**src/rtl/ttl_251_scan_ctrl.sv**
```systemverilog
`default_nettype none
// ============================================================================
// Module   : ttl_251_scan_ctrl
// Purpose  : Sequencer/arbiter for NCHIPS 74F251 muxes sharing one tristate
//            Y/W line. Break-before-make enable sequencing, background scan
//            into a status word, CPU single-bit reads with priority, and a
//            sticky W/Y consistency error flag.
// Revision : 1.0 - initial release
// ============================================================================
module ttl_251_scan_ctrl #(
    parameter int NCHIPS = 2,
    parameter int CW     = 1,
    parameter int GAP    = 1,
    parameter int SETTLE = 2
) (
    input  logic                  clk,
    input  logic                  reset_n,
    input  logic                  scan_en,
    input  logic                  rd_req,
    input  logic [CW+2:0]         rd_addr,
    output logic                  rd_ack,
    output logic                  rd_data,
    output logic                  sel_a,
    output logic                  sel_b,
    output logic                  sel_c,
    output logic [NCHIPS-1:0]     g_n,
    input  logic                  y_in,
    input  logic                  w_in,
    output logic [8*NCHIPS-1:0]   status,
    output logic                  status_valid,
    output logic                  err,
    input  logic                  err_clr
);

    localparam int c_NBITS   = 8 * NCHIPS;
    localparam int c_AW      = CW + 3;
    localparam int c_CNT_MAX = (GAP > SETTLE) ? GAP : SETTLE;
    localparam int c_CNT_W   = $clog2(c_CNT_MAX + 1);

    localparam logic [c_AW-1:0]    c_LAST_IDX    = c_AW'(c_NBITS - 1);
    localparam logic [c_AW-1:0]    c_IDX_ONE     = c_AW'(1);
    localparam logic [CW:0]        c_NCHIPS      = (CW + 1)'(NCHIPS);
    localparam logic [c_CNT_W-1:0] c_GAP_LOAD    = c_CNT_W'(GAP - 1);
    localparam logic [c_CNT_W-1:0] c_SETTLE_LOAD = c_CNT_W'(SETTLE - 1);
    localparam logic [c_CNT_W-1:0] c_CNT_ONE     = c_CNT_W'(1);

    typedef enum logic [1:0] {
        S_IDLE  = 2'd0,
        S_GAP   = 2'd1,
        S_DRIVE = 2'd2,
        S_DONE  = 2'd3
    } state_t;

    state_t               r_state;
    logic [c_CNT_W-1:0]   r_cnt;
    logic [c_AW-1:0]      r_idx;
    logic [c_AW-1:0]      r_tgt;      // {chip, A, B, C} of the access in flight
    logic                 r_tgt_ok;   // target chip exists
    logic                 r_is_cpu;
    logic                 r_sample;
    logic [c_NBITS-1:0]   r_shadow;
    logic [c_NBITS-1:0]   r_status;
    logic [NCHIPS-1:0]    r_g_n;
    logic                 r_rd_ack;
    logic                 r_rd_data;
    logic                 r_status_valid;
    logic                 r_err;

    logic                 w_cpu_go;
    logic                 w_scan_go;
    logic [c_AW-1:0]      w_addr;
    logic                 w_addr_ok;
    logic [NCHIPS-1:0]    w_drive_n;
    logic [c_NBITS-1:0]   w_shadow_next;

    // Arbitration and target decode for the access about to be accepted.
    // A request still high during the ack cycle is the one just served, so
    // it is not re-accepted.
    always_comb begin
        w_cpu_go  = rd_req && !r_rd_ack;
        w_scan_go = scan_en && !w_cpu_go;
        w_addr    = w_cpu_go ? rd_addr : r_idx;
        w_addr_ok = ({1'b0, w_addr[c_AW-1:3]} < c_NCHIPS);
    end

    // One-hot active-low enable for the latched target; none for a bad chip.
    always_comb begin
        w_drive_n = '1;
        for (int i = 0; i < NCHIPS; i++) begin
            if (r_tgt_ok && (r_tgt[c_AW-1:3] == CW'(i))) begin
                w_drive_n[i] = 1'b0;
            end
        end
    end

    // Shadow word with the current sample merged in at the scan index.
    always_comb begin
        w_shadow_next        = r_shadow;
        w_shadow_next[r_idx] = r_sample;
    end

    // Access sequencer: IDLE -> GAP -> DRIVE -> DONE -> IDLE.
    always_ff @(posedge clk or negedge reset_n) begin
        if (!reset_n) begin
            r_state        <= S_IDLE;
            r_cnt          <= '0;
            r_idx          <= '0;
            r_tgt          <= '0;
            r_tgt_ok       <= 1'b0;
            r_is_cpu       <= 1'b0;
            r_sample       <= 1'b0;
            r_shadow       <= '0;
            r_status       <= '0;
            r_g_n          <= '1;
            r_rd_ack       <= 1'b0;
            r_rd_data      <= 1'b0;
            r_status_valid <= 1'b0;
            r_err          <= 1'b0;
        end else begin
            r_rd_ack       <= 1'b0;
            r_status_valid <= 1'b0;
            // A detection later in this block overrides the clear.
            if (err_clr) begin
                r_err <= 1'b0;
            end
            case (r_state)
                S_IDLE: begin
                    r_g_n <= '1;
                    // Scan stopped: drop the partial scan, restart at bit 0.
                    if (!scan_en) begin
                        r_idx <= '0;
                    end
                    if (w_cpu_go || w_scan_go) begin
                        r_is_cpu <= w_cpu_go;
                        r_tgt    <= w_addr;
                        r_tgt_ok <= w_addr_ok;
                        r_cnt    <= c_GAP_LOAD;
                        r_state  <= S_GAP;
                    end
                end
                S_GAP: begin
                    if (r_cnt == '0) begin
                        r_g_n   <= w_drive_n;
                        r_cnt   <= c_SETTLE_LOAD;
                        r_state <= S_DRIVE;
                    end else begin
                        r_cnt <= r_cnt - c_CNT_ONE;
                    end
                end
                S_DRIVE: begin
                    if (r_cnt == '0) begin
                        // Nothing drives the line for a non-existent chip, so
                        // the read returns 0 and the W/Y check is skipped.
                        r_sample <= r_tgt_ok & y_in;
                        if (r_tgt_ok && (w_in == y_in)) begin
                            r_err <= 1'b1;
                        end
                        r_g_n   <= '1;
                        r_state <= S_DONE;
                    end else begin
                        r_cnt <= r_cnt - c_CNT_ONE;
                    end
                end
                S_DONE: begin
                    r_g_n <= '1;
                    if (r_is_cpu) begin
                        r_rd_ack  <= 1'b1;
                        r_rd_data <= r_sample;
                    end else begin
                        r_shadow <= w_shadow_next;
                        if (r_idx == c_LAST_IDX) begin
                            r_status       <= w_shadow_next;
                            r_status_valid <= 1'b1;
                            r_idx          <= '0;
                        end else begin
                            r_idx <= r_idx + c_IDX_ONE;
                        end
                    end
                    r_state <= S_IDLE;
                end
                default: begin
                    r_g_n   <= '1;
                    r_state <= S_IDLE;
                end
            endcase
        end
    end

    assign rd_ack       = r_rd_ack;
    assign rd_data      = r_rd_data;
    assign sel_a        = r_tgt[2];
    assign sel_b        = r_tgt[1];
    assign sel_c        = r_tgt[0];
    assign g_n          = r_g_n;
    assign status       = r_status;
    assign status_valid = r_status_valid;
    assign err          = r_err;

endmodule
`default_nettype wire
```
**config.mk**
```make
export PLATFORM = sky130hd
export DESIGN_NAME = ttl_251_scan_ctrl
export DESIGN_NICKNAME = d
export VERILOG_FILES = /design/src/rtl/ttl_251_scan_ctrl.sv
export SDC_FILE = /design/constraint.sdc
export NUM_CORES = 1
export LEC_CHECK = 0
export BUFFER_PORTS_ARGS = -buffer_cell sky130_fd_sc_hd__buf_4
export CORE_ASPECT_RATIO = 1.4
export CORE_MARGIN = 4
export CORE_UTILIZATION = 33
export CTS_BUF_LIST = sky130_fd_sc_hd__clkbuf_8
export DETAILED_ROUTE_END_ITERATION = 12
export HOLD_SLACK_MARGIN = 0.1
export PLACE_DENSITY = 0.53
export SYNTH_ARGS = -nofsm -noshare
export SYNTH_HDL_FRONTEND = slang
export SYNTH_SLANG_ARGS = --single-unit
```
**constraint.sdc**
```tcl
create_clock -name clk -period 2.4 [get_ports clk]
set_clock_uncertainty 0.15 [all_clocks]
set_input_delay 0.48 -clock clk [delete_from_list [all_inputs] [get_ports clk]]
set_output_delay 0.48 -clock clk [all_outputs]
set_load 0.03 [all_outputs]
```
==> reports/results.ini, run 1 <==
[clock_tree]
cts-buffers-inserted = 5
ctsHtreeMaxLevel = 2
clock-sinks = 52
clockRootBuffer = clkbuf_8
clkSlewWorstSetupHoldPaths_ns = 0.09
cts_max_path_buffers = 2
clock_latency_ns = 0.30
post_cts_buffers = 0
cts_tree = done

[place]
io_buffer_count = 35
place.gp.congestion = 0.809
dpl_worst_slack_ns = 0.349
hpwlAfterDp_um = 3560
place_area_mm2 = 0.00288

[timing]
slew_headroom_pct = 56.3
fmax_mhz = 484
drv_slew = 0
worst_slew_pin_slew_ns = 0.656
finalCriticalPeriod_ns = 2.06
hold_viol = 0
rsz0062_at_grt = no
finalSetupTns_ns = 0
layout_setup_ws_ns = 0.336
setup_violations = 0
post-route-period-util_pct = 86.0
hold_ws_ns = 0.204

[finish]
syn2layout_area_growth_pct = 18.8
drive_above_1_share_pct = 34.5
final-seq-area_mm2 = 0.00130
final_cell_area_mm2 = 0.00302
n_fill_cell = 749
antenna_cells = 0
multi_input_comb_area_mm2 = 0.00113
nets = 272

[synthesis]
synthArstFlopShare_pct = 100
synth_area_leaders = dfrtp_1 49%, mux2_2 15%, ha_1 6.4%
synth_top_cell_by_area = dfrtp_1
yosys.area_share.xor_xnor_pct = 0.345
synth_area_mm2 = 0.00254
avgSynthCellArea_um2 = 12.0
yosysTopAreaCellShare_pct = 49.3
synthMuxAreaShare_pct = 17.6
synth_nets = 235
ys.warnings.count = 0
synth_top_family_by_area = multiplexers
yosys_register_bits = 52
seq_area_frac_synth_pct = 51.3
synthAdderAreaFrac_pct = 6.40
netlist-cell-type-count = 44
yosys.area_share.simple_pct = 11.9
postSynthCellCount = 211
synth_compound_area_share_pct = 8.23
yosys_most_used_dff = dfrtp_1
synth_edf_count = 0

[setup_path]
critPathLaunchType = flip-flop
cp.required_ns = 2.44
crit_type = flip-flop to flip-flop
reg2reg_depth = 5
end_kind = flip-flop
worst-path-max-fanout = 5
cp.arrival_ns = 2.10

[drt]
dr.pass1.iters = 4
via_count = 1664
totalWireLength_um = 4910
ant_nets = 0
drt_iter0_markers = 86
viasPerCell = 4.81
wire_per_inst_um = 14.2
drc = 0

[die]
core_mm2 = 0.00741
die_h_um = 112
rows = 37
dieArea_mm2 = 0.00918
start_util_pct = 34.3
io-pin-count = 36
fp.dieW_um = 82.1

[power_and_ir_drop]
leakage_nw = 1.47
netSwitchingPower_mw = 1.03
power_mw = 2.89
intPower_mw = 1.85
power.density_mw_per_mm2 = 957
seq_power_share_pct = 42.9
peakVddDrop_v = 0.000549
switching_share_pct = 35.8
clockPowerShare_pct = 22.3
comb_power_share_pct = 34.8

[global_routing]
grt_pass1_vias = 1678
grt_pass1_wl_um = 8270
grt_usage_pct = 11.5
grt-ovfl-total = 0
antenna_found_initial = 0
grt_max_degree = 53

[worst_hold_path]
hp-class = input port to flip-flop
min_delay_path_depth = 2

[job]
maxCapViolCount = 0

[outcome]
outcome = finished, final reports clean

per-stage QoR:
step,util [%],cells
floorplan,-,211
global placement,38.9,337
detailed placement,38.9,337
CTS,40.7,346
global route,40.7,346
finish,40.7,346
layout by cell type (no fill, tap or decap), types with 3 or more instances in the layout:
cell and count:
nand3b_1 4, o21ai_0 6, nor2_1 15, nand3_1 6, o2bb2ai_1 4, buf_4 38, and3b_1 4, nand2b_1 3
clkbuf_8 7, dfrtp_1 50, ha_1 13, mux2_2 34, nor2b_1 4, a21oi_1 4, a31oi_1 4, nor3_1 4
nand2_1 9, inv_1 10, mux2_1 4
critical path: stages (launching register included):
cell and delay [ns]:
dfrtp_1 0.42, inv_1 0.11, ha_1 0.26, o21bai_1 0.41
o31a_1 0.27, mux2_1 0.33
cells in the mapped netlist, types with 3 or more instances:
cell type	count
nor2_1	15
nand2_1	9
and3b_1	4
dfrtp_1	50
o21ai_0	6
nor3_1	4
mux2_2	34
a21oi_1	4
inv_1	10
ha_1	13
nor2b_1	4
nand2b_1	3
a31oi_1	4
o2bb2ai_1	4
nand3_1	6
nand3b_1	4
buf_2	3
mux2_1	4
metal layers:
layer  track usage (%)  vias up  share of wire (%)  wire length (um)
li1                  -      808                  -                 -
met1              13.7      820                 42              2050
met2              20.0       29                 53              2610
met3              2.35        7                3.3               163
met4              3.99        0                1.7                82
met5                 0        -                  0                 0
registers in the layout, summed over array words and instances (netlist names), 2 cells and up:
signal,cells
status,16
r_shadow,15
r_idx,4
r_tgt,4
g_n,2
r_cnt,2
r_state,2
cells by family after synthesis:
logic type,after synthesis
AO/OA/AOI/OAI,30
XOR/XNOR,1
adder cells (fa/ha/maj),13
buffers and inverters,20
flip-flops,52
multiplexers,40
AND/OR/NAND/NOR,55
layout make-up:
cell class | instances | area share, %
clock buffers | 7 | 3.19
multi-input cells | 139 | 37.4
flip-flops and latches | 52 | 43.2
well taps | 97 | 4.02
inverters | 11 | 1.37
clock inverters | 1 | 0.995
repair buffers | 39 | 9.78
worst paths after layout:
check / from / endpoint / slack (ns)
setup / recovery: r_state[0]$_DFFE_PN0P_ / r_state[1]$_DFFE_PN0P_ / 0.34
min in group asynchronous: reset_n / r_idx[1]$_DFFE_PN0P_ / 0.61
hold reg to reg: status[5]$_DFFE_PN0P_ / status[5]$_DFFE_PN0P_ / 0.34
hold / removal: err_clr / err$_DFF_PN0_ / 0.20
max in group asynchronous: reset_n / status[9]$_DFFE_PN0P_ / 1.06
setup reg to reg: r_state[0]$_DFFE_PN0P_ / r_state[1]$_DFFE_PN0P_ / 0.34
power groups by stage:
| stage | Combinational [mW] | Sequential, mW | Clock, mW |
|---|---|---|---|
| after global routing | 1.12 | 1.28 | 0.705 |
| after floorplan | 0.666 | 1.28 | 0 |
| after CTS | 1.02 | 1.24 | 0.671 |
| final | 1.00 | 1.24 | 0.644 |
| after detailed placement | 1.01 | 1.26 | 0 |
| after global placement | 1.01 | 1.26 | 0 |
what timing repair did:
item                      4_1_cts  5_1_grt
hold buffers                    1        0
gates resized for setup         0        0
hold endpoints to repair       50        0
Note: power is estimated with default switching activity, not from simulation.
==> inputs of run 2 (changes only) <==
Clock period 2.4 ns to 2.45 ns, I/O delays scaled along.
==> reports/results.ini, run 2 (synthesis gave the netlist of run 1 again) <==
[outcome]
outcome = finished, final reports clean

[timing]
slew_headroom_pct = 56.5
finalSetupTns_ns = 0
setup_violations = 0
finalCriticalPeriod_ns = 2.05
hold_viol = 0
drv_slew = 0
worst_slew_pin_slew_ns = 0.652
fmax_mhz = 488
rsz0062_at_grt = no
post-route-period-util_pct = 83.7

[power_and_ir_drop]
leakage_nw = 1.46
power.density_mw_per_mm2 = 939
peakVddDrop_v = 0.000496

[place]
io_buffer_count = 35
dp.cells = 336
place.gp.congestion = 0.820
hpwlAfterDp_um = 3530

[finish]
n_fill_cell = 759
layout_commonest_cell = dfrtp_1
drive_above_1_share_pct = 34.3
antenna_cells = 0
final_cells = 345
largest_register_ffs = 16
nets = 271
syn2layout_area_growth_pct = 18.5
final_cell_mix = 50 x dfrtp_1, 37 x buf_4, 34 x mux2_2

[clock_tree]
cts_tree = done
cts_resized = 0
cts_max_path_buffers = 2
postCtsHoldBufs = 1
clkSlewWorstSetupHoldPaths_ns = 0.09
ctsHtreeMaxLevel = 2
clockRootBuffer = clkbuf_8
post_cts_buffers = 0
cts-buffers-inserted = 5
clock-sinks = 52
clock_latency_ns = 0.30

[die]
core_mm2 = 0.00741
fp.dieW_um = 82.1
start_util_pct = 34.3
io-pin-count = 36
rows = 37
die_h_um = 112
dieArea_mm2 = 0.00918

[drt]
wire_per_inst_um = 14.2
dr.pass1.iters = 4
drt_iter0_markers = 77
via_count = 1642
totalWireLength_um = 4890
viasPerCell = 4.76
drc = 0
ant_nets = 0

[global_routing]
grt_pass1_vias = 1662
grt_max_degree = 53
grt_pass1_wl_um = 8230
busiest_layer = met2
gr-usage-met2_pct = 19.9
met1_usage_pct = 14.1
antenna_found_initial = 0
grtUsageMet3_pct = 2.75
grt_usage_pct = 11.7
grt-ovfl-total = 0

[setup_path]
end_kind = flip-flop
worstReg2RegStart = r_state[0]$_DFFE_PN0P_
critPathLaunchType = flip-flop
r2r_setup_slack_ns = 0.40
reg2reg_depth = 5
crit_type = flip-flop to flip-flop
cp.required_ns = 2.49
cp.arrival_ns = 2.09
worst-path-max-fanout = 5
r2r-end = r_state[1]$_DFFE_PN0P_

[worst_hold_path]
min_delay_path_depth = 2
hp-class = input port to flip-flop
hold_end = err$_DFF_PN0_
hp-start = err_clr

[job]
maxCapViolCount = 0

## run 2: stage by stage
stage	hold WS (ns)	util (%)	power (mW)	cell area, um^2	setup WS, ns
CTS	0.185	40.6	2.88	3010	0.392
detailed placement	0.328	38.8	2.22	2870	0.418
finish	0.202	40.6	2.83	3010	0.399
global route	0.187	40.6	3.04	3010	0.256
global placement	0.321	38.8	2.22	2870	0.440
floorplan	0.0444	-	1.91	2540	0.672
## run 2: cell type report
cell class / instances / area [um^2] / share of cell area (%)
inverter: 11 / 41.3 / 1.37
multi-input combinational: 139 / 1130 / 37.5
clock inverter: 1 / 30.0 / 0.998
clock buffer: 7 / 96.3 / 3.20
sequential: 52 / 1300 / 43.3
timing repair buffer: 38 / 288 / 9.56
tap: 97 / 121 / 4.03
## run 2: worst max-delay path by stage
stage                           startpoint                endpoint  slack (ns)  cells past startpoint
finish              r_state[0]$_DFFE_PN0P_  r_state[1]$_DFFE_PN0P_        0.40                      5
CTS                 r_state[0]$_DFFE_PN0P_  r_state[1]$_DFFE_PN0P_        0.39                      5
global placement    r_state[0]$_DFFE_PN0P_  r_state[1]$_DFFE_PN0P_        0.44                      5
detailed placement  r_state[0]$_DFFE_PN0P_  r_state[1]$_DFFE_PN0P_        0.42                      5
global route        r_state[0]$_DFFE_PN0P_  r_state[1]$_DFFE_PN0P_        0.26                      5
floorplan           r_state[0]$_DFFE_PN0P_    r_cnt[0]$_DFFE_PN0P_        0.67                      5
## run 2: report_power, final
part	internal [mW]	switching, mW
logic	0.426	0.554
clock network	0.360	0.275
registers	1.03	0.183
total	1.82	1.01
## run 2: worst max-delay path: stages (launching register included)
cell and delay, ns:
dfrtp_1 0.43, inv_1 0.12, ha_1 0.25, o21bai_1 0.40, o31a_1 0.26, mux2_1 0.33
## run 2: metal layers
layer / share of wire [%] / up-vias
li1: - / 810
met1: 42 / 797
met2: 53 / 31
met3: 3.9 / 4
met4: 1.0 / 0
met5: 0 / -
